**config.mk**
```make
export PLATFORM = sky130hd
export DESIGN_NAME = io_burst_seq_flat
export DESIGN_NICKNAME = d
export VERILOG_FILES = /design/src/rtl/io_burst_seq_pkg.sv /design/src/rtl/io_burst_seq_if.sv /design/src/rtl/io_burst_seq_lat_cnt.sv /design/src/rtl/io_burst_seq.sv /design/src/flat_wrapper.sv
export VERILOG_INCLUDE_DIRS = /design/src /design/src/rtl
export SDC_FILE = /design/constraint.sdc
export NUM_CORES = 1
export LEC_CHECK = 0
export ABC_AREA = 0
export CAP_MARGIN = 40
export CORE_MARGIN = 2
export CORE_UTILIZATION = 45
export CTS_CLUSTER_SIZE = 25
export DETAILED_ROUTE_END_ITERATION = 8
export HOLD_SLACK_MARGIN = 0.15
export PLACE_DENSITY = 0.72
export SLEW_MARGIN = 5
export SYNTH_ARGS = -nofsm -noshare
export SYNTH_HDL_FRONTEND = slang
export SYNTH_SLANG_ARGS = --single-unit
```
**constraint.sdc**
```tcl
create_clock -name clk -period 7.6 [get_ports clk]
set_input_delay 2.28 -clock clk [delete_from_list [all_inputs] [get_ports clk]]
set_output_delay 2.28 -clock clk [all_outputs]
set_load 0.005 [all_outputs]
```
**src/rtl/define.sv**
```systemverilog
// Bus widths shared by the burst sequencer, its interface and the testbench.
`ifndef IO_SEQ_DEFINE_SV
`define IO_SEQ_DEFINE_SV
`define BA_BITS   3
`define ADDR_BITS 14
`define DQ_BITS   8
`define DM_BITS   1
`define DQS_BITS  1
`endif

```
**src/rtl/io_burst_seq_pkg.sv**
```systemverilog
// Shared types for the DDR3 BL8 burst sequencer: FSM states and address bit positions.
`include "define.sv"

package io_seq_pkg;

    typedef enum logic [2:0] {
        IDLE,
        CMD,
        LAT,
        PRE,
        BURST,
        POST,
        TURN
    } state_t;

    // A10 = auto-precharge select, A12 = burst-chop select (1 -> fixed BL8)
    localparam int A10_BIT = 10;
    localparam int A12_BIT = 12;

endpackage

```
**src/rtl/io_burst_seq_if.sv**
```systemverilog
// User-side command/response bus of the burst sequencer.
`include "define.sv"

interface io_burst_seq_if;

    logic                      cmd_valid;
    logic                      cmd_ready;
    logic                      cmd_wr;
    logic [`BA_BITS-1:0]       cmd_ba;
    logic [`ADDR_BITS-1:0]     cmd_addr;
    logic [`DQ_BITS*8-1:0]     cmd_wdata;
    logic [`DQ_BITS*8-1:0]     rdata;
    logic                      rdata_valid;

    modport master (
        output cmd_valid, cmd_wr, cmd_ba, cmd_addr, cmd_wdata,
        input  cmd_ready, rdata, rdata_valid
    );

    modport slave (
        input  cmd_valid, cmd_wr, cmd_ba, cmd_addr, cmd_wdata,
        output cmd_ready, rdata, rdata_valid
    );

endinterface

```
**src/rtl/io_burst_seq_lat_cnt.sv**
```systemverilog
// Loadable 4-bit down-counter with zero flag; times the latency and turnaround phases.
module io_lat_cnt (
    input  logic       clk,
    input  logic       rst_n,
    input  logic       load,
    input  logic [3:0] load_val,
    input  logic       dec,
    output logic       zero
);

    logic [3:0] count;

    always_ff @(posedge clk or negedge rst_n) begin
        if (!rst_n) begin
            count <= '0;
        end else if (load) begin
            count <= load_val;
        end else if (dec && (count != 4'd0)) begin
            count <= count - 4'd1;
        end
    end

    assign zero = (count == 4'd0);

endmodule

```
**src/rtl/io_burst_seq.sv**
```systemverilog
// DDR3 BL8 burst sequencer: issues one READ/WRITE command, times CL/CWL, and
// drives or captures the eight data beats, then idles T_TURN cycles.
`include "define.sv"

module io_burst_seq
    import io_seq_pkg::*;
#(
    parameter int CL     = 5,
    parameter int CWL    = 5,
    parameter int T_TURN = 2
) (
    input  logic                   clk,
    input  logic                   rst_n,
    io_burst_seq_if.slave          bus,
    output logic                   ddr3_cs_n,
    output logic                   ddr3_ras_n,
    output logic                   ddr3_cas_n,
    output logic                   ddr3_we_n,
    output logic [`BA_BITS-1:0]    ddr3_ba,
    output logic [`ADDR_BITS-1:0]  ddr3_addr,
    output logic                   ddr3_rw,
    output logic [`DQ_BITS-1:0]    ddr3_data_out,
    input  logic [`DQ_BITS-1:0]    ddr3_data_in,
    output logic [`DM_BITS-1:0]    ddr3_dm_tdqs_out,
    output logic [`DQS_BITS-1:0]   ddr3_dqs_out,
    output logic [`DQS_BITS-1:0]   ddr3_dqs_n_out
);

    localparam int DQ = `DQ_BITS;
    localparam int BW = DQ * 8;

    // LAT lasts load+1 cycles: CWL-2 for writes (PRE follows), CL-1 for reads
    localparam logic [3:0] WR_LOAD   = (CWL > 2) ? 4'(CWL - 3) : 4'd0;
    localparam logic [3:0] RD_LOAD   = 4'(CL - 2);
    localparam logic [3:0] TURN_LOAD = 4'(T_TURN - 1);

    state_t                 state, state_nxt;
    logic                   wr_q;
    logic [`BA_BITS-1:0]    ba_q;
    logic [`ADDR_BITS-1:0]  addr_q;
    logic [BW-1:0]          wdata_q;
    logic [2:0]             beat_q;
    logic [BW-1:0]          rd_shadow;
    logic [BW-1:0]          rdata_q;
    logic                   rdata_valid_q;
    logic                   cnt_load;
    logic [3:0]             cnt_val;
    logic                   cnt_dec;
    logic                   cnt_zero;
    logic                   accept;
    logic                   wr_burst;

    function automatic logic [`ADDR_BITS-1:0] addr_bl8(input logic [`ADDR_BITS-1:0] a);
        logic [`ADDR_BITS-1:0] r;
        r          = a;
        r[A10_BIT] = 1'b0;
        r[A12_BIT] = 1'b1;
        return r;
    endfunction

    io_lat_cnt u_lat_cnt (
        .clk      (clk),
        .rst_n    (rst_n),
        .load     (cnt_load),
        .load_val (cnt_val),
        .dec      (cnt_dec),
        .zero     (cnt_zero)
    );

    assign accept = (state == IDLE) && bus.cmd_valid;

    always_ff @(posedge clk or negedge rst_n) begin
        if (!rst_n) begin
            state <= IDLE;
        end else begin
            state <= state_nxt;
        end
    end

    always_comb begin
        state_nxt = state;
        cnt_load  = 1'b0;
        cnt_val   = 4'd0;
        cnt_dec   = 1'b0;
        case (state)
            IDLE:  if (bus.cmd_valid) state_nxt = CMD;
            CMD: begin
                if (wr_q && (CWL == 2)) begin
                    state_nxt = PRE;
                end else begin
                    state_nxt = LAT;
                    cnt_load  = 1'b1;
                    cnt_val   = wr_q ? WR_LOAD : RD_LOAD;
                end
            end
            LAT: begin
                if (cnt_zero) state_nxt = wr_q ? PRE : BURST;
                else          cnt_dec   = 1'b1;
            end
            PRE:   state_nxt = BURST;
            BURST: begin
                if (beat_q == 3'd7) begin
                    if (wr_q) begin
                        state_nxt = POST;
                    end else begin
                        state_nxt = TURN;
                        cnt_load  = 1'b1;
                        cnt_val   = TURN_LOAD;
                    end
                end
            end
            POST: begin
                state_nxt = TURN;
                cnt_load  = 1'b1;
                cnt_val   = TURN_LOAD;
            end
            TURN: begin
                if (cnt_zero) state_nxt = IDLE;
                else          cnt_dec   = 1'b1;
            end
            default: state_nxt = IDLE;
        endcase
    end

    // Command latch, beat counter and read capture; rdata only changes when a read completes
    always_ff @(posedge clk or negedge rst_n) begin
        if (!rst_n) begin
            wr_q          <= 1'b0;
            ba_q          <= '0;
            addr_q        <= '0;
            wdata_q       <= '0;
            beat_q        <= 3'd0;
            rd_shadow     <= '0;
            rdata_q       <= '0;
            rdata_valid_q <= 1'b0;
        end else begin
            rdata_valid_q <= 1'b0;
            if (accept) begin
                wr_q    <= bus.cmd_wr;
                ba_q    <= bus.cmd_ba;
                addr_q  <= addr_bl8(bus.cmd_addr);
                wdata_q <= bus.cmd_wdata;
            end
            if (state == BURST) begin
                beat_q <= beat_q + 3'd1;
                if (!wr_q) begin
                    rd_shadow[beat_q*DQ +: DQ] <= ddr3_data_in;
                    if (beat_q == 3'd7) begin
                        rdata_q       <= {ddr3_data_in, rd_shadow[7*DQ-1:0]};
                        rdata_valid_q <= 1'b1;
                    end
                end
            end
        end
    end

    assign wr_burst = (state == BURST) && wr_q;

    assign bus.cmd_ready   = (state == IDLE);
    assign bus.rdata       = rdata_q;
    assign bus.rdata_valid = rdata_valid_q;

    assign ddr3_cs_n  = (state != CMD);
    assign ddr3_ras_n = 1'b1;
    assign ddr3_cas_n = (state != CMD);
    assign ddr3_we_n  = (state == CMD) ? ~wr_q : 1'b1;
    assign ddr3_ba    = ba_q;
    assign ddr3_addr  = addr_q;

    // Pad drives only across the write PRE..POST window
    assign ddr3_rw = ~(wr_q && ((state == PRE) || (state == BURST) || (state == POST)));

    assign ddr3_data_out    = wr_burst ? wdata_q[beat_q*DQ +: DQ] : '0;
    assign ddr3_dqs_out     = (wr_burst && !beat_q[0]) ? '1 : '0;
    assign ddr3_dqs_n_out   = ~ddr3_dqs_out;
    assign ddr3_dm_tdqs_out = '0;

endmodule

```
**src/flat_wrapper.sv**
```systemverilog
// flat-port wrapper written by rule: the top's interface ports become plain ports
module io_burst_seq_flat import io_seq_pkg::*;
#(
    parameter int CL     = 5,
    parameter int CWL    = 5,
    parameter int T_TURN = 2
)
  (clk, rst_n, ddr3_cs_n, ddr3_ras_n, ddr3_cas_n, ddr3_we_n, ddr3_ba, ddr3_addr, ddr3_rw, ddr3_data_out, ddr3_data_in, ddr3_dm_tdqs_out, ddr3_dqs_out, ddr3_dqs_n_out, bus_cmd_valid, bus_cmd_wr, bus_cmd_ba, bus_cmd_addr, bus_cmd_wdata, bus_cmd_ready, bus_rdata, bus_rdata_valid);
  io_burst_seq_if bus_i ();
  input  logic clk;
  input  logic rst_n;
  output logic ddr3_cs_n;
  output logic ddr3_ras_n;
  output logic ddr3_cas_n;
  output logic ddr3_we_n;
  output logic [`BA_BITS-1:0] ddr3_ba;
  output logic [`ADDR_BITS-1:0] ddr3_addr;
  output logic ddr3_rw;
  output logic [`DQ_BITS-1:0] ddr3_data_out;
  input  logic [`DQ_BITS-1:0] ddr3_data_in;
  output logic [`DM_BITS-1:0] ddr3_dm_tdqs_out;
  output logic [`DQS_BITS-1:0] ddr3_dqs_out;
  output logic [`DQS_BITS-1:0] ddr3_dqs_n_out;
  input wire logic [$bits(bus_i.cmd_valid)-1:0] bus_cmd_valid;
  input wire logic [$bits(bus_i.cmd_wr)-1:0] bus_cmd_wr;
  input wire logic [$bits(bus_i.cmd_ba)-1:0] bus_cmd_ba;
  input wire logic [$bits(bus_i.cmd_addr)-1:0] bus_cmd_addr;
  input wire logic [$bits(bus_i.cmd_wdata)-1:0] bus_cmd_wdata;
  output wire logic [$bits(bus_i.cmd_ready)-1:0] bus_cmd_ready;
  output wire logic [$bits(bus_i.rdata)-1:0] bus_rdata;
  output wire logic [$bits(bus_i.rdata_valid)-1:0] bus_rdata_valid;
  assign bus_i.cmd_valid = bus_cmd_valid;
  assign bus_i.cmd_wr = bus_cmd_wr;
  assign bus_i.cmd_ba = bus_cmd_ba;
  assign bus_i.cmd_addr = bus_cmd_addr;
  assign bus_i.cmd_wdata = bus_cmd_wdata;
  assign bus_cmd_ready = bus_i.cmd_ready;
  assign bus_rdata = bus_i.rdata;
  assign bus_rdata_valid = bus_i.rdata_valid;
  io_burst_seq #(.CL(CL), .CWL(CWL), .T_TURN(T_TURN)) u_core (.clk(clk), .rst_n(rst_n), .bus(bus_i), .ddr3_cs_n(ddr3_cs_n), .ddr3_ras_n(ddr3_ras_n), .ddr3_cas_n(ddr3_cas_n), .ddr3_we_n(ddr3_we_n), .ddr3_ba(ddr3_ba), .ddr3_addr(ddr3_addr), .ddr3_rw(ddr3_rw), .ddr3_data_out(ddr3_data_out), .ddr3_data_in(ddr3_data_in), .ddr3_dm_tdqs_out(ddr3_dm_tdqs_out), .ddr3_dqs_out(ddr3_dqs_out), .ddr3_dqs_n_out(ddr3_dqs_n_out));
endmodule
```
Yosys cells after proc, flatten, opt, wreduce, memory -nomap -nowiden
Index checks and enable logic that the tools add are counted.
Storage, ports and cells
  register bits: 220
Cells by class
  reduce and logical (&&, ||, !) cells: 17
  $add $sub $neg: 3
  equal/unequal tests: 12
  bitwise logic cells: 3
  mux-type cells: 25
  shift operators: 3
Operator list (count)
  64-bit bitwise mux: 1
  8-bit by 34-bit variable shift with 64-bit output, first input constant: 1
  64-bit by 7-bit indexed part select with 8-bit output: 1
  8-bit by 34-bit indexed part select with 64-bit output: 1
  6-bit negator with 34-bit output: 1
  3-bit case mux with 7 select lines: 1
  3-bit two-way mux: 5
  3-bit == test, second input constant: 4
  4-bit two-way mux: 3
  4-bit case mux with 3 select lines: 1
  1-bit two-way mux: 11
  8-bit two-way mux: 1
  3-bit by 2-bit == test with 1-bit output, second input constant: 2
  2-bit by 1-bit inequality test with 1-bit output, second input constant: 3
  1-bit logical AND: 5
  4-bit logical NOT: 1
  4-bit AND reduction: 1
  4-bit nonzero test: 1
  2-bit OR reduction: 2
  4-bit by 1-bit subtractor with 4-bit output, second input constant: 1
  3-bit by 1-bit adder with 3-bit output, second input constant: 1
  3-bit by 1-bit == test with 1-bit output, second input constant: 1
  3-bit logical NOT: 1
  3-bit by 1-bit inequality test with 1-bit output, second input constant: 1
  other kinds (9): 12

Logic depth before layout (Yosys ltp)
  word-level depth: 6
  gate-level depth with buffers: 8
  gate-level depth less buffers: 6

Hierarchy
Synthesis repeated with hierarchy kept, for this count alone.
Second synthesis, totals
  cells, all modules: 643
  area total of the unflattened synthesis: 8959.8 um^2
By module, submodules not included
  io_burst_seq: seq. area each 5205.0 um^2, cells an instance 616, instances 1, area each 8689.6 um^2
  io_lat_cnt: seq. area each 100.1 um^2, cells an instance 27, instances 1, area each 270.3 um^2

Worst setup path before layout
Ideal clock, no wire load.
  path kind: register to output
  from: reg u_core.beat_q[0]
  to: out ddr3_data_out[6]
  cell stages (with the launch flop): 5
  arrival time: 1.500 ns
  buffers on the path: 2
  setup slack: 3.820 ns
  path through: dfrtp_1 > buf_2 > buf_2 > mux4_2 > a22o_1
Between the ends
  cells in the longest elaborated chain, start to end: 2
Ends and longest elaborated chain
  from (decl): RTL line io_burst_seq.sv:42  | logic [2:0] beat_q;
  from (signal assigned): RTL line io_burst_seq.sv:145  | beat_q <= beat_q + 3'd1;
  64-bit by 7-bit indexed part select with 8-bit output: RTL line io_burst_seq.sv:173  | assign ddr3_data_out = wr_burst ? wdata_q[beat_q*DQ +: DQ] : '0;
  8-bit two-way mux: RTL line io_burst_seq.sv:173
  to (decl): RTL line flat_wrapper.sv:19  | output logic [`DQ_BITS-1:0] ddr3_data_out;
Every way passes these cells.

Worst setup path in the final report
  from: reg u_core.state[1]
  to: out ddr3_data_out[0]
Between the ends
  cells in the longest elaborated chain, start to end: 3
Ends and longest elaborated chain
  from (decl): RTL line io_burst_seq.sv:37  | state_t state, state_nxt;
  from (signal assigned): RTL line io_burst_seq.sv:76  | state <= state_nxt;
  3-bit == test: RTL line io_burst_seq.sv:157  | assign wr_burst = (state == BURST) && wr_q;
  1-bit logical AND: RTL line io_burst_seq.sv:157
  8-bit two-way mux: RTL line io_burst_seq.sv:173
Every way passes these cells.

==> flow_results.org <==
** Power
- The analysis attributes to net switching a power of between 1000 and 1500 uW.
- Worst-case vdd ir drop :: around 240 uV
- Int Power :: around 3600 uW
- The analysis attributes to cell leakage a power of 0.00494 uW.
- Fraction of power consumed by the clock network :: roughly 22%
- Pwr Density :: around 420 mW/mm^2
- Of the total power, registers draw roughly 41%.
- Comb pwr share :: between 30% and 40%
- Net switching is between 20 and 30% of the power.

** Synthesis
- Of the post-synthesis cell area, the dominant cell type holds 60.2%.
- By area the synthesized netlist is led by dfrtp_1 (60%), mux2_2 (26%), mux4_2 (2.6%).
- Leading post-synthesis cells by instance count :: dfrtp_1 (212), mux2_2 (202), buf_2 (20), mux2i_1 (15), nor2_1 (15)
- Post-synth top area cell :: dfrtp_1
- In the synthesized netlist the dominant register cell turns out to be dfrtp_1.
- The synthesized design contains 0 enable-type register cells.
- After synthesis, the mean cell area works out to 15.2 um^2.
- Sequential element share of the synthesized area :: 60.2%
- In the synthesized netlist the async set-or-reset flop fraction comes to between 90% and 100%.
- Synthesis inferred between 200 and 250 register bits.
- Yosys printed 0 warnings.
- The mapped netlist covers between 0.008 and 0.009 mm^2.
- Instance count of the mapped netlist :: between 500 and 600
- Yosys cell types :: 39
- Most numerous cell in the Yosys netlist :: dfrtp_1

** Timing
- Worst hold-check slack :: 0.474 ns
- Derived from the worst setup path, the maximum achievable clock frequency is just over 200 MHz.
- Measured against its own limit, the worst slew margin works out to a little over two fifths.
- Slew Viols, Final :: 0
- The count of final hold-check violations was 0.
- Dividing the final minimum period by the clock period gives 65.4%.
- In the post-route analysis, the smallest setup slack over all paths is between 2 and 3 ns.
- Worst Skew :: around 0.0098 ns
- Final critical delay including setup and external delays :: between 4 and 5 ns
- Setup repair after global routing left no endpoint under its margin.
- Number of endpoints failing setup at the final stage :: 0
- Worst-Margin Slew :: between 0.8 and 0.9 ns
- Adding up every negative setup slack in the final design gives 0 ns.

** Routing
- In this run the remaining antenna-violating nets after routing total 0.
- DR vias :: 5369
- First drt pass iteration count :: 4
- Via/cell ratio :: between 5 and 6
- Residual DRC count :: 0
- In the final routed layout, each cell accounts on average for around 18 um.
- Drt initial violations :: between 150 and 200
- Aggregate routed wire length :: around 19000 um

** Worst setup path
- Worst setup path endpoint :: ddr3_data_out[0]
- Crit path kind :: reg -> out
- The startpoint identified for the worst register-to-register timing path is u_core.beat_q[1]$_DFFE_PN0N_.
- At the worst endpoint, the arrival time is ~2.7 ns.
- CP Data Required Time :: around 5.3 ns
- Largest fanout of any net on the critical path :: 11
- FF-to-FF setup slack :: around 5.0 ns
- CP Launch Type :: register
- Beginning of the critical path :: u_core.state[1]$_DFFE_PN0P_
- R2R cell count :: 6
- Reg-to-Reg End :: u_core.rd_shadow[4]$_DFFE_PN0P_
- Nature of the critical path endpoint :: output port

** Floorplan
- Initial Utilization :: a little under half
- Number of cell rows :: between 50 and 60
- Boundary Pins :: ~190
- Die outline area :: 0.0207 mm^2
- In this run the horizontal extent of the chip is 144 um.
- The core region is just under 0.02 mm^2.
- Chip Height :: approximately 140 um

** CTS
- Clock latency at the later pin of the worst-skew pair :: just under 0.5 ns
- Clock Tree Root :: clkbuf_16
- The number of gates resized after CTS was 0.
- Count of hold buffers inserted by post-cts repair :: 0
- Post CTS Setup Buffer Count :: 0
- Number of sinks on the clock net :: 212
- In this run, CTS created clock tree buffers numbering 23.
- In this run the deepest clock path goes through 3 buffers.
- TritonCTS clock tree :: yes
- Clock slew seen by the registers of the worst setup and hold paths :: about 0.06 ns
- Number of levels in the clock H-tree :: 1

** Worst hold path
- The tightest min-delay check is of the reg -> reg type.

** GRT
- Global-route met2 utilization :: between 30% and 40%
- Global Route Usage Sum :: 18.8%
- Entering global routing, the biggest net connects 71 pins.
- Global-route wire length before repair :: between 30000 and 40000 um
- The number of global-route vias before repair was ~5800.
- After global routing the overflow that remains totals 0.
- In this run the most used layer during global routing was met2.
- For this run, global-route usage on met1 was measured as 22.8%.
- Initial antenna violation count :: 1
- Global routing usage on met3 :: 6.75%

** Outcome
- Run status :: finished, final reports clean

** Placed design
- Detailed placement ended at an HPWL of between 10000 and 15000 um.
- Once placement completed, the tool counted placed cells totaling around 1000.
- Timing analysis after detailed placement gives a worst setup slack of between 3 and 4 ns.
- Quantity of I/O buffers inserted on ports :: approximately 190
- The congestion estimate from routability-driven global placement came to just over 0.8.

** Layout
- Counting the fill cells in the layout gives approximately 1500.
- For this run, the post-layout net count is 870.
- Area grow syn2layout :: 33.1%
- Fraction of final layout cells with drive strength greater than 1 :: between 30% and 40%
- Ant diodes :: 0
- For this run, the number of standard cells in the final layout without fillers is 1052.
- For this run, the share of the core covered by cells in the final layout is slightly above 60%.

** Flow run
- Number of max-capacitance violations reported :: 0
[power groups by stage]
| stage | clock network, uW | logic, uW | registers [uW] |
|---|---|---|---|
| after detailed placement | 0 | 1850 | 2070 |
| after global routing | 1200 | 1980 | 2130 |
| after global placement | 0 | 1750 | 2040 |
| after floorplan | 0 | 1080 | 1960 |
| final | 1120 | 1820 | 2050 |
| after CTS | 1140 | 1860 | 2050 |
[per-stage QoR]
step	area, um^2	power [uW]
after floorplan	8820	3040
after global placement	10900	3790
after detailed placement	11000	3920
after CTS	11700	5050
after global routing	11700	5310
final	11700	4980
[state kept, by name (all words and copies together), names as in the netlist]
name / count
u_core.wdata_q: 64
u_core.u_lat_cnt.count: 4
u_core.bus.rdata: 64
u_core.state: 3
u_core.ddr3_addr: 13
u_core.bus.rdata_valid: 1
u_core.rd_shadow: 56
u_core.wr_q: 1
u_core.ddr3_ba: 3
u_core.beat_q: 3
[worst min-delay path by stage]
stage                                                from                               endpoint  slack, ns  cells after the start
floorplan           u_core.u_lat_cnt.count[2]$_DFFE_PN0P_  u_core.u_lat_cnt.count[2]$_DFFE_PN0P_       0.45                      1
finish                   u_core.ddr3_addr[12]$_DFFE_PN0P_       u_core.ddr3_addr[12]$_DFFE_PN0P_       0.47                      1
CTS                      u_core.ddr3_addr[12]$_DFFE_PN0P_       u_core.ddr3_addr[12]$_DFFE_PN0P_       0.48                      1
global route             u_core.ddr3_addr[12]$_DFFE_PN0P_       u_core.ddr3_addr[12]$_DFFE_PN0P_       0.49                      1
detailed placement       u_core.ddr3_addr[12]$_DFFE_PN0P_       u_core.ddr3_addr[12]$_DFFE_PN0P_       0.46                      1
global placement         u_core.ddr3_addr[12]$_DFFE_PN0P_       u_core.ddr3_addr[12]$_DFFE_PN0P_       0.45                      1
[metal layers]
| layer | share of wire, % | wire [um] |
|---|---|---|
| met1 | 40 | 7710 |
| met2 | 49 | 9380 |
| met3 | 8.9 | 1700 |
| met4 | 1.6 | 314 |
| met5 | 0.068 | 13 |
[critical path: stages (launching register included)]
cell	delay, ns
dfrtp_1	0.50
nor2_1	0.27
nand3_1	0.23
nor2_1	0.40
a22o_1	0.25
clkdlybuf4s50_1	0.54
[kinds of logic after synthesis]
| kind of cell | synth area share (%) |
|---|---|
| other | 0.0852 |
| adder cells (fa/ha/maj) | 0.851 |
| XOR/XNOR | 0.0993 |
| buffers and inverters | 2.11 |
| AO/OA/AOI/OAI | 1.97 |
| AND/OR/NAND/NOR | 4.55 |
| flip-flops | 60.2 |
| multiplexers | 30.2 |
[final cells by class]
type | count | area [um^2] | share of cell area [%]
Tap cell | 265 | 332 | 2.83
Clock buffer | 30 | 652 | 5.55
Sequential cell | 212 | 5310 | 45.2
Multi-Input combinational cell | 332 | 3340 | 28.4
Timing Repair Buffer | 193 | 1960 | 16.7
Clock inverter | 11 | 118 | 1.00
Inverter | 9 | 33.8 | 0.288
[cells in the final DEF, fill, tap and decap left out, types with 2 or more instances in the layout]
master / Yosys / layout
mux2i_1: 15 / 15
or2_2: 2 / 2
nor2_1: 15 / 15
nand2b_1: 4 / 4
bufinv_16: 0 / 2
mux4_2: 10 / 10
clkdlybuf4s50_1: 0 / 185
a22o_1: 7 / 7
and2_1: 9 / 8
a21oi_1: 2 / 2
ha_1: 6 / 6
nor2b_1: 12 / 12
clkbuf_16: 0 / 23
mux2_2: 202 / 202
conb_1: 2 / 3
o21ai_0: 5 / 5
buf_4: 4 / 4
nand3_1: 4 / 4
inv_1: 9 / 9
nor3_1: 2 / 2
nand2_1: 12 / 11
clkbuf_8: 0 / 6
clkbuf_1: 5 / 2
dfrtp_1: 212 / 212
o22ai_1: 6 / 6
clkinv_2: 0 / 6
No activity file was read; power rests on OpenSTA's default activity.
